## src/rtl/mux32_rr_arbiter_pkg.sv

```systemverilog
// ----------------------------------------------------------------------------
// mux32_rr_arbiter_pkg
//   Shared definitions for the round-robin arbiter in front of the 32-way
//   operand selector: default geometry, FSM state encoding, hold-limit
//   defaults and the width/ceiling of the tenure counter.
// ----------------------------------------------------------------------------
package mux32_rr_arbiter_pkg;

    // Default geometry: 32 requesters, 5-bit select into mux_32.
    localparam int N_REQ_DEF    = 32;
    localparam int ID_W_DEF     = 5;

    // Default tenure limit in cycles; 0 disables the limit.
    localparam int MAX_HOLD_DEF = 16;

    // The tenure counter is always 5 bits, whatever MAX_HOLD is.
    localparam int              HOLD_W   = 5;
    localparam logic [HOLD_W-1:0] HOLD_SAT = 5'd31;

    // FSM state encoding, kept as plain constants for legacy tools.
    localparam logic [0:0] ST_IDLE  = 1'b0;
    localparam logic [0:0] ST_GRANT = 1'b1;

endpackage : mux32_rr_arbiter_pkg

```

## src/rtl/mux32_rr_arbiter_rr_pick.sv

```systemverilog
// ----------------------------------------------------------------------------
// rr_pick
//   Combinational round-robin pick. Finds the first candidate at or above
//   'start', wrapping modulo N_REQ. Candidates are req bits not in 'excl'.
//   Structure: rotate so 'start' lands at bit 0, priority-encode the
//   lowest set bit, then add 'start' back to un-rotate.
//
// Ports
//   req    in  N_REQ  raw request vector
//   start  in  ID_W   index with highest priority this cycle
//   excl   in  N_REQ  mask of requesters that may not win
//   found  out 1      at least one candidate exists
//   idx    out ID_W   winning index (0 when !found)
// ----------------------------------------------------------------------------
module rr_pick #(
    parameter int N_REQ = 32,
    parameter int ID_W  = 5
) (
    input  logic [N_REQ-1:0] req,
    input  logic [ID_W-1:0]  start,
    input  logic [N_REQ-1:0] excl,
    output logic             found,
    output logic [ID_W-1:0]  idx
);

    logic [N_REQ-1:0] cand;
    logic [N_REQ-1:0] rot;
    logic [ID_W-1:0]  rot_idx;

    assign cand = req & ~excl;

    // Rotate: rot[i] is the candidate i positions above 'start'. The index
    // sum is ID_W bits wide, so it wraps modulo N_REQ for free.
    always_comb begin
        rot = '0;
        for (int i = 0; i < N_REQ; i++) begin
            rot[i] = cand[ID_W'(i) + start];
        end
    end

    // Priority-encode the lowest set bit. Scanning from the top down lets
    // the last hit, i.e. the lowest index, win.
    // NOTE: every output of a combinational block gets a default before any
    // branch; a path that leaves one unassigned would infer a latch.
    always_comb begin
        found   = 1'b0;
        rot_idx = '0;
        for (int i = N_REQ - 1; i >= 0; i--) begin
            if (rot[i]) begin
                found   = 1'b1;
                rot_idx = ID_W'(i);
            end
        end
    end

    // Un-rotate back to an absolute requester index (mod N_REQ).
    assign idx = found ? (rot_idx + start) : '0;

endmodule : rr_pick

```

## src/rtl/mux32_rr_arbiter.sv

```systemverilog
// ----------------------------------------------------------------------------
// mux32_rr_arbiter
//   Round-robin arbiter that shares one 32-way selector (mux_32, 5-bit
//   select) between up to N_REQ requesters. Each owner's tenure is bounded by
//   MAX_HOLD so nobody is starved. Arbitration is single-cycle and all
//   outputs are registered: there is no combinational req->grant path.
//
// Ports
//   clock        in   1      rising-edge clock
//   reset_n      in   1      synchronous, active-low reset
//   arb_en       in   1      1 = new grants allowed; 0 = freeze current state
//   req          in   N_REQ  request vector, req[i] high while i wants the mux
//   grant_valid  out  1      grant_id/grant_oh are valid
//   grant_id     out  ID_W   mux_32 select (0 when idle)
//   grant_oh     out  N_REQ  one-hot of grant_id, zero when idle
//   hold_cnt     out  5      cycles the current owner has held, saturating
// ----------------------------------------------------------------------------
module mux32_rr_arbiter
    import mux32_rr_arbiter_pkg::*;
#(
    parameter int N_REQ    = N_REQ_DEF,
    parameter int ID_W     = ID_W_DEF,
    parameter int MAX_HOLD = MAX_HOLD_DEF
) (
    input  logic              clock,
    input  logic              reset_n,
    input  logic              arb_en,
    input  logic [N_REQ-1:0]  req,
    output logic              grant_valid,
    output logic [ID_W-1:0]   grant_id,
    output logic [N_REQ-1:0]  grant_oh,
    output logic [HOLD_W-1:0] hold_cnt
);

    // Value of hold_cnt on the owner's last permitted cycle.
    localparam logic              HOLD_LIMITED = (MAX_HOLD != 0);
    localparam logic [HOLD_W-1:0] HOLD_LAST    =
        (MAX_HOLD == 0) ? '0 : HOLD_W'(MAX_HOLD - 1);

    // ------------------------------------------------------------------
    // State. grant_id_q doubles as the owner register: it holds the owner
    // whenever state is GRANT, and is zero in IDLE.
    // ------------------------------------------------------------------
    logic [0:0]        state_q,       state_d;
    logic              grant_valid_q, grant_valid_d;
    logic [ID_W-1:0]   grant_id_q,    grant_id_d;
    logic [N_REQ-1:0]  grant_oh_q,    grant_oh_d;
    logic [HOLD_W-1:0] hold_cnt_q,    hold_cnt_d;
    logic [ID_W-1:0]   rr_ptr_q,      rr_ptr_d;

    // ------------------------------------------------------------------
    // Picker. In GRANT, rr_ptr always equals the owner (it is loaded with
    // every winner), so "search from rr_ptr+1" also serves as "search from
    // owner+1". The owner is excluded so a release or an expiry can only
    // hand the mux to someone else.
    // ------------------------------------------------------------------
    logic [ID_W-1:0]  pick_start;
    logic [N_REQ-1:0] pick_excl;
    logic             pick_found;
    logic [ID_W-1:0]  pick_idx;

    assign pick_start = rr_ptr_q + ID_W'(1);

    always_comb begin
        pick_excl = '0;
        if (state_q == ST_GRANT) begin
            pick_excl[grant_id_q] = 1'b1;
        end
    end

    rr_pick #(
        .N_REQ (N_REQ),
        .ID_W  (ID_W)
    ) u_rr_pick (
        .req   (req),
        .start (pick_start),
        .excl  (pick_excl),
        .found (pick_found),
        .idx   (pick_idx)
    );

    // ------------------------------------------------------------------
    // Next-state logic
    // ------------------------------------------------------------------
    logic owner_released;
    logic hold_expired;

    assign owner_released = ~req[grant_id_q];
    assign hold_expired   = HOLD_LIMITED && (hold_cnt_q == HOLD_LAST);

    always_comb begin
        state_d       = state_q;
        grant_valid_d = grant_valid_q;
        grant_id_d    = grant_id_q;
        hold_cnt_d    = hold_cnt_q;
        rr_ptr_d      = rr_ptr_q;

        case (state_q)
            ST_IDLE: begin
                if (arb_en && pick_found) begin
                    state_d       = ST_GRANT;
                    grant_valid_d = 1'b1;
                    grant_id_d    = pick_idx;
                    rr_ptr_d      = pick_idx;
                    hold_cnt_d    = '0;
                end
            end

            ST_GRANT: begin
                if (owner_released) begin
                    // Release beats expiry. Hand over with no bubble if
                    // possible; a frozen arbiter always falls back to IDLE.
                    if (arb_en && pick_found) begin
                        grant_id_d = pick_idx;
                        rr_ptr_d   = pick_idx;
                        hold_cnt_d = '0;
                    end else begin
                        state_d       = ST_IDLE;
                        grant_valid_d = 1'b0;
                        grant_id_d    = '0;
                        hold_cnt_d    = '0;
                    end
                end else if (arb_en && hold_expired) begin
                    // Tenure used up. With no competitor the owner keeps the
                    // mux but starts a fresh tenure.
                    if (pick_found) begin
                        grant_id_d = pick_idx;
                        rr_ptr_d   = pick_idx;
                    end
                    hold_cnt_d = '0;
                end else if (hold_cnt_q != HOLD_SAT) begin
                    hold_cnt_d = hold_cnt_q + HOLD_W'(1);
                end
            end

            default: begin
                state_d       = ST_IDLE;
                grant_valid_d = 1'b0;
                grant_id_d    = '0;
                hold_cnt_d    = '0;
            end
        endcase
    end

    // One-hot follows the next grant so it is registered alongside it.
    always_comb begin
        grant_oh_d = '0;
        if (grant_valid_d) begin
            grant_oh_d[grant_id_d] = 1'b1;
        end
    end

    // ------------------------------------------------------------------
    // Registers
    // ------------------------------------------------------------------
    // NOTE: sequential state uses non-blocking assignments so every flop
    // samples the pre-edge value of the others, independent of block order.
    always_ff @(posedge clock) begin
        if (!reset_n) begin
            state_q       <= ST_IDLE;
            grant_valid_q <= 1'b0;
            grant_id_q    <= '0;
            grant_oh_q    <= '0;
            hold_cnt_q    <= '0;
            rr_ptr_q      <= ID_W'(N_REQ - 1);
        end else begin
            state_q       <= state_d;
            grant_valid_q <= grant_valid_d;
            grant_id_q    <= grant_id_d;
            grant_oh_q    <= grant_oh_d;
            hold_cnt_q    <= hold_cnt_d;
            rr_ptr_q      <= rr_ptr_d;
        end
    end

    assign grant_valid = grant_valid_q;
    assign grant_id    = grant_id_q;
    assign grant_oh    = grant_oh_q;
    assign hold_cnt    = hold_cnt_q;

endmodule : mux32_rr_arbiter

```

## config.mk

```make
export PLATFORM = sky130hd
export DESIGN_NAME = mux32_rr_arbiter
export DESIGN_NICKNAME = d
export VERILOG_FILES = /design/src/rtl/mux32_rr_arbiter_pkg.sv /design/src/rtl/mux32_rr_arbiter_rr_pick.sv /design/src/rtl/mux32_rr_arbiter.sv
export SDC_FILE = /design/constraint.sdc
export NUM_CORES = 1
export LEC_CHECK = 0
export BUFFER_PORTS_ARGS = -buffer_cell sky130_fd_sc_hd__buf_2
export CAP_MARGIN = 20
export CELL_PAD_IN_SITES_DETAIL_PLACEMENT = 2
export CELL_PAD_IN_SITES_GLOBAL_PLACEMENT = 2
export CORE_MARGIN = 4
export CORE_UTILIZATION = 38
export CTS_CLUSTER_SIZE = 8
export DETAILED_ROUTE_END_ITERATION = 6
export GPL_TIMING_DRIVEN = 0
export PLACE_DENSITY_LB_ADDON = 0.1
export SYNTH_ARGS = -nofsm -noshare
export SYNTH_HDL_FRONTEND = slang
export SYNTH_HIERARCHICAL = 1
export SYNTH_SLANG_ARGS = --single-unit
```

## constraint.sdc

```tcl
create_clock -name clock -period 8 [get_ports clock]
set_clock_uncertainty 0.2 [all_clocks]
set_input_delay 0.4 -clock clock [delete_from_list [all_inputs] [get_ports clock]]
set_output_delay 0.4 -clock clock [all_outputs]
set_load 0.01 [all_outputs]
```

**Word level (Yosys, flattened, before mapping)**

Cells that the tools add are included.

- Reduce and logical (&&, ||, !) cells: 7
- Bitwise operators: 3
- Mux-type cells: 159
- $add $sub $neg: 34
- Eq/ne operators: 6
- $lt $le $gt $ge: 36

Operator list:

| kind | number |
|---|---|
| 2-to-1 mux 5 bit | 46 |
| less-than comparator 5 x 6 -> 1 bit, second input constant | 34 |
| binary-select mux 1 bit (select 5 bit) | 33 |
| adder 5 bit, first input constant | 16 |
| 2-to-1 mux 1 bit | 72 |
| adder 4 x 5 -> 5 bit, first input constant | 8 |
| AND 32 bit | 1 |
| 2-to-1 mux 32 bit | 1 |
| inverter 32 bit | 1 |
| case mux 5 bit (2 select lines) | 3 |
| adder 3 x 5 -> 5 bit, first input constant | 4 |
| adder 2 x 5 -> 5 bit, first input constant | 2 |
| adder 5 x 1 -> 5 bit, second input constant | 2 |
| demux 1 bit (select 5 bit) | 2 |
| greater-or-equal comparator 5 x 1 -> 1 bit, second input constant | 2 |
| AND reduction 2 bit | 3 |
| adder 1 x 5 -> 5 bit, first input constant | 1 |
| adder 5 bit | 1 |
| equality test 5 x 4 -> 1 bit, second input constant | 1 |
| inequality test 5 bit, second input constant | 1 |
| logical AND 1 bit | 4 |
| inequality test 4 x 2 -> 1 bit, second input constant | 1 |
| case mux 1 bit (2 select lines) | 2 |
| inequality test 3 x 2 -> 1 bit, second input constant | 1 |
| 3 further kinds | 3 |

- Register bits: 49
- Input port bits: 35
- Word-level logic and storage cells: 251

**Longest topological paths before layout**

Gate-level depths: netlist of run 1.

- Depth after elaboration: 51
- Mapped depth: 30
- Mapped depth without buffers: 25

**Modules after synthesis**

The synthesis of run 1 kept the hierarchy.

Modules (own cells, without submodules):

| module | area an instance (um^2) | cells each | seq. area each (um^2) | instances |
|---|---|---|---|---|
| rr_pick | 4279.1 | 431 | 0.0 | 1 |
| mux32_rr_arbiter | 2270.9 | 257 | 980.9 | 1 |

**Least setup slack after synthesis of run 1**

OpenSTA, ideal clock, no wires.

- Path type: reg-to-reg
- Start point: register rr_ptr_q[0]
- End point: register grant_oh_q[17] (netlist: grant_oh[17])
- Library setup time: 75 ps
- Cell stages (with the launch flop): 29
- Data arrival time: 5877 ps
- Slack: 1848 ps
- Cells stage by stage: dfxtp_1 > inv_1 > buf_6 > buf_6 > buf_2 > buf_1 > inv_1 > ha_1 > xnor2_1 > buf_2 > mux4_2 > mux4_2 > a21bo_2 > o21ai_0 > a21oi_1 > o21ai_0 > ha_1 > inv_1 > fa_1 > inv_1 > a21o_1 > a21oi_1 > xnor2_1 > a311oi_1 > a21o_1 > nand2_1 > a221o_1 > or3_4 > nor3_2

- Cells in the longest elaborated chain, start to end: 46

Ends and longest elaborated chain:

| item | line | text |
|---|---|---|
| from (decl) | mux32_rr_arbiter.sv:49 | `logic [ID_W-1:0] rr_ptr_q, rr_ptr_d;` |
| from (signal assigned) | mux32_rr_arbiter.sv:165 | `rr_ptr_q <= ID_W'(N_REQ - 1);` |
| from (signal assigned) | mux32_rr_arbiter.sv:172 | `rr_ptr_q <= rr_ptr_d;` |
| adder 5 x 1 -> 5 bit * | mux32_rr_arbiter.sv:62 | `assign pick_start = rr_ptr_q + ID_W'(1);` |
| net pick_start[0] | mux32_rr_arbiter.sv:57 | `logic [ID_W-1:0] pick_start;` |
| adder 5 bit | mux32_rr_arbiter_rr_pick.sv:37 | `rot[i] = cand[ID_W'(i) + start];` |
| binary-select mux 1 bit (select 5 bit) | mux32_rr_arbiter_rr_pick.sv:37 |  |
| 2-to-1 mux 1 bit (not written as such) | mux32_rr_arbiter_rr_pick.sv:37 |  |
| 2-to-1 mux 5 bit (32 in series) | mux32_rr_arbiter_rr_pick.sv:49 | `if (rot[i]) begin` |
| adder 5 bit | mux32_rr_arbiter_rr_pick.sv:57 | `assign idx = found ? (rot_idx + start) : '0;` |
| 2-to-1 mux 5 bit * | mux32_rr_arbiter_rr_pick.sv:57 |  |
| net pick_idx[4] | mux32_rr_arbiter.sv:60 | `logic [ID_W-1:0] pick_idx;` |
| 2-to-1 mux 5 bit | mux32_rr_arbiter.sv:126 | `if (pick_found) begin` |
| 2-to-1 mux 5 bit | mux32_rr_arbiter.sv:123 | `end else if (arb_en && hold_expired) begin` |
| 2-to-1 mux 5 bit | mux32_rr_arbiter.sv:110 | `if (owner_released) begin` |
| case mux 5 bit (2 select lines) * | mux32_rr_arbiter.sv:98 | `case (state_q)` |
| less-than comparator 5 x 6 -> 1 bit (not written as such) / greater-or-equal comparator 5 x 1 -> 1 bit (equally long branches) | mux32_rr_arbiter.sv:149 | `grant_oh_d[grant_id_d] = 1'b1;` |
| logical AND 1 bit (not written as such) | mux32_rr_arbiter.sv:149 |  |
| 2-to-1 mux 1 bit (not written as such) | mux32_rr_arbiter.sv:149 |  |
| demux 1 bit (select 5 bit) * | mux32_rr_arbiter.sv:149 |  |
| to (signal assigned) | mux32_rr_arbiter.sv:170 | `grant_oh_q <= grant_oh_d;` |
| to (decl) | mux32_rr_arbiter.sv:47 | `logic [N_REQ-1:0] grant_oh_q, grant_oh_d;` |

Mark *: on every way through the listed nets, which the timed path passes. The rest lies on a longest branch. The select of a mux whose other input is x is not followed.
A chain may end at the register's enable or synchronous reset.

**Worst setup path after layout of run 1**

- Start point: register rr_ptr_q[0]
- End point: register grant_oh_q[16] (netlist: grant_oh[16])

Same word-level chain as after synthesis.

==> summary.md, run 1 <==
| Metric | Value |
|---|---|
| Diodes inserted | 0 |
| Share of post-route cells with drive strength above 1 | between 20 and 30% |
| Max-cap violations | 0 |
| Capturing element type of the critical path | flip-flop |
| Global route overflow | 0 |
| CP bufs+invs | 5 |
| Hold buffer count at cts | 0 |
| # setup viols final | 0 |
| Pin count of the biggest net entering global routing | 16 |
| Cts bufs inserted | 5 |
| Hold depth | 2 |
| Family with the most delay on the worst path | compound AO/OA/AOI/OAI gates |
| Total number of H-tree levels | 2 |
| Sequential standard cell area | 981 sq um |
| Reg2reg path depth | 27 |
| Buffer count from post-CTS setup fixing | 0 |
| Clock tree from TritonCTS | yes |
| Placed cell areas | roughly 7200 sq um |
| Data arrival time of the critical path | 7.53 ns |
| Maximum fanout encountered on the critical timing path | 14 |
| Worst Hold Class | input pin to flip-flop |
| Deepest clock path buffer count | 2 |
| Part of the Yosys area used for sequential elements | between 10% and 20% |
| Area growth syn-to-layout | 12.3% |
| Number of antenna violations at the first check in global routing | 0 |
| Area used by multi-input combinational logic | 5290 sq um |
| CP startpoint | rr_ptr_q[0] |
| Effective utilization at floorplan | between 30 and 40% |
| Number of different library cells in the post-synthesis netlist | just under 70 |
| Area share of the largest cell type after synthesis | approximately a quarter |
| Termination of the worst setup path | grant_oh[16] |
| Total number of clock tree sinks | 49 |
| Worst setup path class | flip-flop to flip-flop |
| Detailed-route via count | approximately 6,600 |
| Die Footprint | slightly below 20,000 sq um |
| Cell Area, Synth | around 6600 sq um |
| Routed wirelength normalized by instance count | 29.3 um |
| Ys flop type | dfxtp_1 |
| Number of search-and-repair iterations in the first detailed-routing pass | 5 |
| Final Routed Wirelength | between 20,000 and 30,000 um |
| Utilization after layout | between 40% and 50% |
| Finished layout cell area | about 7400 sq um |
| Maximum frequency from static timing analysis | 0.133 GHz |
| Global routing usage summed across all routing layers | between 20% and 30% |
| Height of the die | 139 um |
| Most area-hungry cell type in the Yosys netlist | mux4_2 |
| Number of synthesized register bits | roughly 50 |
| Post-CTS resize count | 0 |
| Vias in the first global route | 7,097 |
| Yosys warns | 6 |
| # nets final | around 830 |
| Biggest cell delay along the critical path | between 0.5 and 0.6 ns |
| Port Buffer Count | 77 |
| Site Rows | 47 |
| Max-slew violation total from the final report | 0 |
| I/O Pins | between 70 and 80 |
| Final estimated routing congestion in global placement | ~0.9 |
| Worst reg-to-reg setup slack | 0.48 ns |
| Chip width | approximately 140 um |
| Slew at the pin with the worst max-slew slack | 0.847 ns |
| Average via count per standard cell | about 6.6 |
| Avg Synthesized Cell Area | around 9.5 sq um |
| Clock latency on the worst-skew pair | between 0.2 and 0.3 ns |
| Initial drt markers | around 460 |
| Worst setup SP type | flip-flop |
| Logic depth of the worst path, buffers included | 27 |
| First-pass GRT wire length | roughly 45,000 um |
| Net count after synthesis | between 700 and 800 |
| Result of the run | finished clean |
| R2r endpoint | grant_oh[16] |
| Clock-pin slew reported for the worst setup and hold paths after clock tree synthesis | 0.06 ns |
| Unrepaired setup endpoints after global routing | false |
| Most common cell type on the critical path | ha_1 |
| Dpl cells | 985 |
| Top cells by area in the synthesized netlist | mux4_2 (26%), dfxtp_1 (15%), nor2_1 (4.6%) |
| Crit share post-route | a little over nine tenths |
| Summed negative setup slack over all endpoints | 0 ns |
| Fill cells | ~1,900 |
| Clk root buf | clkbuf_16 |
| Number of DRC violations after detailed routing | 0 |
| Critical register-to-register path startpoint | rr_ptr_q[0] |
| Share of flip-flops with an asynchronous set or reset after synthesis | 0% |
| Number of synthesized flops with an enable pin | 0 |
| Worst endpoint required time | about 8 ns |
| Post-Layout Cell Count | 992 |
| Half-perimeter wire length after detailed placement | roughly 24,000 um |
| Worst relative slew slack | a little over two fifths |
| Core footprint | 16,800 sq um |
| Antenna viol nets, final | 0 |
| Post-synthesis cell count | 688 |
| CP max-delay cell | mux4_2 |
| Minimum clock period after layout | between 7 and 8 ns |
| Hold Vio Cnt, Final | 0 |
## logic make-up (layout without fill, tap and decap cells)
| group | Yosys count | after routing | synth area share (%) |
|---|---|---|---|
| DFF | 49 | 49 | 15.0 |
| adders and majority gates | 20 | 20 | 3.94 |
| AOI/OAI and AO/OA | 152 | 152 | 16.6 |
| buffers and inverters | 56 | 140 | 4.37 |
| xor gates and xnor gates | 33 | 33 | 4.53 |
| muxes | 96 | 96 | 30.0 |
| and+or+nand+nor | 282 | 282 | 25.6 |
## worst register-to-register path, delay by kind of cell, from the launching register on
| family | cells | cell delay, ns |
|---|---|---|
| fa+ha+maj | 4 | 1.28 |
| simple gates | 7 | 1.70 |
| buf+inv | 5 | 1.08 |
| flops | 1 | 0.40 |
| mux | 1 | 0.56 |
| xor+xnor | 2 | 0.49 |
| compound gates | 8 | 1.74 |
## synthesized netlist by cell type, drive strengths merged (4+ instances only)
cell and number:
o22ai 6, nor3b 4, and3b 4, clkbuf 9, inv 17, nand4b 6, nand2 30, xor2 10
and4b 4, mux2i 17, nor3 16, xnor2 23, o21ai 41, nand2b 31, nor2 82, mux4 79
nand3b 33, nand3 16, a221oi 5, a21oi 14, nor2b 9, buf 30, or2 4, and2 11
dfxtp 49, a21o 4, and4 5, nor4 11, o211ai 18, ha 19, nand4 6, or3 4
o2111ai 12, o21a 30
## how the worst min path moves through the flow
stage	startpoint	endpoint	slack, ns
6_report	reset_n	hold_cnt[1]	0.20
5_1_grt	reset_n	hold_cnt[1]	0.22
4_1_cts	reset_n	hold_cnt[1]	0.20
3_5_place_dp	hold_cnt[2]	hold_cnt[2]	0.33
3_3_place_gp	rr_ptr_q[4]	rr_ptr_q[4]	0.30
2_1_floorplan	rr_ptr_q[4]	rr_ptr_q[4]	0.27
## cell usage in the layout (no fill, tap or decap), types with 9 or more instances in the layout
cell type	n
nand3_1	15
o21ai_0	16
dfxtp_1	49
clkbuf_1	10
mux2i_1	17
and2_1	11
inv_1	14
buf_2	90
ha_1	19
xnor2_1	22
xor2_1	9
nand3b_1	31
o2111ai_1	12
o21a_1	30
nor3_1	12
nand2_1	30
nand2b_1	31
nor2_1	81
mux4_2	75
nor2b_1	9
o21ai_1	24
o211ai_1	18
a21oi_1	14
## metrics by stage
| stage | hold slack, ns | setup WS [ns] |
|---|---|---|
| 6_report | 0.199 | 0.475 |
| 5_1_grt | 0.225 | 0.00408 |
| 4_1_cts | 0.199 | 0.227 |
| 3_5_place_dp | 0.332 | 0.236 |
| 3_3_place_gp | 0.301 | 0.472 |
| 2_1_floorplan | 0.267 | 1.85 |
## flip-flops by register name (all words and copies together), names as in the netlist
signal,flops
grant_oh,32
grant_id,5
hold_cnt,5
rr_ptr_q,5
grant_valid,1
state_q,1
## metal layers
metal	global-route usage [%]	vias up	part of all wire (%)
met1	39.8	3454	43
met3	2.71	45	4.5
li1	-	2842	-
met2	51.3	220	50
met5	0	-	0
met4	7.47	0	2.4
## cell type report
cell class	count	area share, %
multi-input combinational	583	71.9
sequential	49	13.3
timing repair buffer	77	5.24
tap	220	3.74
buffer	38	2.98
clock buffer	6	1.75
inverter	17	0.867
clock inverter	2	0.204
Power of run 1 is not shown: default switching activity piles up to over one toggle a cycle in this logic, so the estimate is an artifact.
==> run 2: changes to the inputs <==
- clock period: 8 -> 8.65 ns (I/O delays scaled with it)
==> summary.md, run 2 (same netlist as run 1, synthesis figures left out) <==
| Metric | Value |
|---|---|
| Core footprint | 16,800 sq um (unchanged) |
| Worst endpoint required time | 8.66 ns (+0.65 ns) |
| Maximum frequency from static timing analysis | 0.128 GHz (-4.0%) |
| Total number of H-tree levels | 2 (unchanged) |
| Total number of clock tree sinks | 49 (unchanged) |
| Data arrival time of the critical path | 7.85 ns (+0.32 ns) |
| Deepest clock path buffer count | 2 (unchanged) |
| Most common library cell in the layout ignoring fill and taps | buf_2 |
| Pin count of the biggest net entering global routing | 16 (unchanged) |
| Biggest cell delay along the critical path | 0.51 ns (-0.05 ns) |
| Worst Hold Class | input pin to flip-flop |
| Maximum fanout encountered on the critical timing path | 10 (-4) |
| Clock tree from TritonCTS | yes |
| Worst setup path class | flip-flop to flip-flop |
| Clock-pin slew reported for the worst setup and hold paths after clock tree synthesis | 0.06 ns (about the same) |
| Routed wirelength normalized by instance count | 29.3 um (+0.32%) |
| Flip-flop count of the largest register, all copies and words added | 32 (unchanged) |
| Max-slew violation total from the final report | 0 (unchanged) |
| Antenna viol nets, final | 0 (unchanged) |
| Port Buffer Count | 77 (unchanged) |
| Global routing usage summed across all routing layers | 29.6% (unchanged) |
| Crit share post-route | 90.6% (-3.5 points) |
| Number of antenna violations at the first check in global routing | 0 (unchanged) |
| Minimum clock period after layout | 7.84 ns (+0.313 ns) |
| Fill cells | 1,886 (+0.27%) |
| Most common cell type on the critical path | inv_1 |
| Half-perimeter wire length after detailed placement | 24,100 um (unchanged) |
| Vias in the first global route | 7,097 (unchanged) |
| Worst setup SP type | flip-flop |
| Initial drt markers | 487 (+5.2%) |
| Hold buffer count at cts | 0 (unchanged) |
| Detailed-route via count | 6,602 (+0.62%) |
| CP max-delay cell | buf_1 |
| Share of post-route cells with drive strength above 1 | 27.6% (-0.17 points) |
| Capturing element type of the critical path | flip-flop |
| Global route overflow | 0 (unchanged) |
| Final Routed Wirelength | 29,100 um (+0.42%) |
| Cts bufs inserted | 5 (unchanged) |
| # setup viols final | 0 (unchanged) |
| Number of DRC violations after detailed routing | 0 (unchanged) |
| Site Rows | 47 (unchanged) |
| Worst relative slew slack | 44.0% (+0.42 points) |
| Summed negative setup slack over all endpoints | 0 ns (unchanged) |
| Effective utilization at floorplan | 39.1% (unchanged) |
| Worst reg-to-reg setup slack | 0.81 ns (+0.34 ns) |
| Unrepaired setup endpoints after global routing | false |
| First-pass GRT wire length | 44,700 um (unchanged) |
| Area growth syn-to-layout | 12.3% (about the same) |
| Average via count per standard cell | 6.65 (+0.52%) |
| Clk root buf | clkbuf_16 |
| Final estimated routing congestion in global placement | 0.907 (unchanged) |
| Buffer count from post-CTS setup fixing | 0 (unchanged) |
| Slew at the pin with the worst max-slew slack | 0.836 ns (-0.0105 ns) |
| Hold Vio Cnt, Final | 0 (unchanged) |
| I/O Pins | 78 (unchanged) |
| Diodes inserted | 0 (unchanged) |
| Result of the run | finished clean |
| Commonest non-fill, non-tap cells in the layout | buf_2 (90), nor2_1 (81), mux4_2 (75) |
| Number of search-and-repair iterations in the first detailed-routing pass | 5 (unchanged) |
| Die Footprint | 19,400 sq um (unchanged) |
| Chip width | 139 um (unchanged) |
| Clock latency on the worst-skew pair | 0.29 ns (about the same) |
| Max-cap violations | 0 (unchanged) |
| Post-CTS resize count | 0 (unchanged) |
| Height of the die | 139 um (unchanged) |
| # nets final | 827 (+0.12%) |
==> run 2: changes by cell type in the layout (fill, tap and decap cells not counted) <==
cell and delta:
xor2_1 +1, buf_1 +1, xor2_2 -1
==> run 2: final cells by class <==
class | count | area, sq um | area share (%)
buffer | 39 | 223 | 3.03
clock buffer | 6 | 129 | 1.75
clock inverter | 2 | 15.0 | 0.204
inverter | 17 | 63.8 | 0.868
multi-input combinational | 583 | 5280 | 71.8
sequential | 49 | 981 | 13.3
tap | 220 | 275 | 3.74
timing repair buffer | 77 | 385 | 5.24
==> run 2: per-layer routing <==
metal  global-route usage (%)  wire length [um]  up-vias
met2                     51.3             14600      206
met4                     7.47               717        0
met1                     39.8             12700     3506
met3                     2.71              1170       43
met5                        0                 0        -
li1                         -                 -     2847
==> run 2: final timing paths <==
| check | from | to | depth (start not counted) |
|---|---|---|---|
| max | rr_ptr_q[0] | grant_oh[16] | 30 |
| min | reset_n | hold_cnt[1] | 2 |
| max reg2reg | rr_ptr_q[0] | grant_oh[16] | 30 |
| min reg2reg | hold_cnt[2] | hold_cnt[2] | 1 |
==> run 2: critical path: cells and delay by family (launching register included) <==
kind | cells | cell delay, ns
fa+ha+maj | 3 | 0.79
xor+xnor | 1 | 0.11
simple gates | 4 | 0.97
buf+inv | 11 | 2.38
compound gates | 10 | 2.44
flops | 1 | 0.35
mux | 1 | 0.49
==> run 2: stage by stage <==
stage / std cells / cell area, sq um / setup WS [ns] / util [%] / hold slack [ns]
floorplan: 688 / 6550 / 2.50 / - / 0.267
global placement: 985 / 7210 / 1.12 / 43.0 / 0.301
detailed placement: 985 / 7210 / 0.886 / 43.0 / 0.332
CTS: 993 / 7350 / 0.877 / 43.9 / 0.231
global route: 993 / 7350 / 0.259 / 43.9 / 0.257
finish: 993 / 7350 / 0.812 / 43.9 / 0.236
Power of run 2 is left out for the same reason.
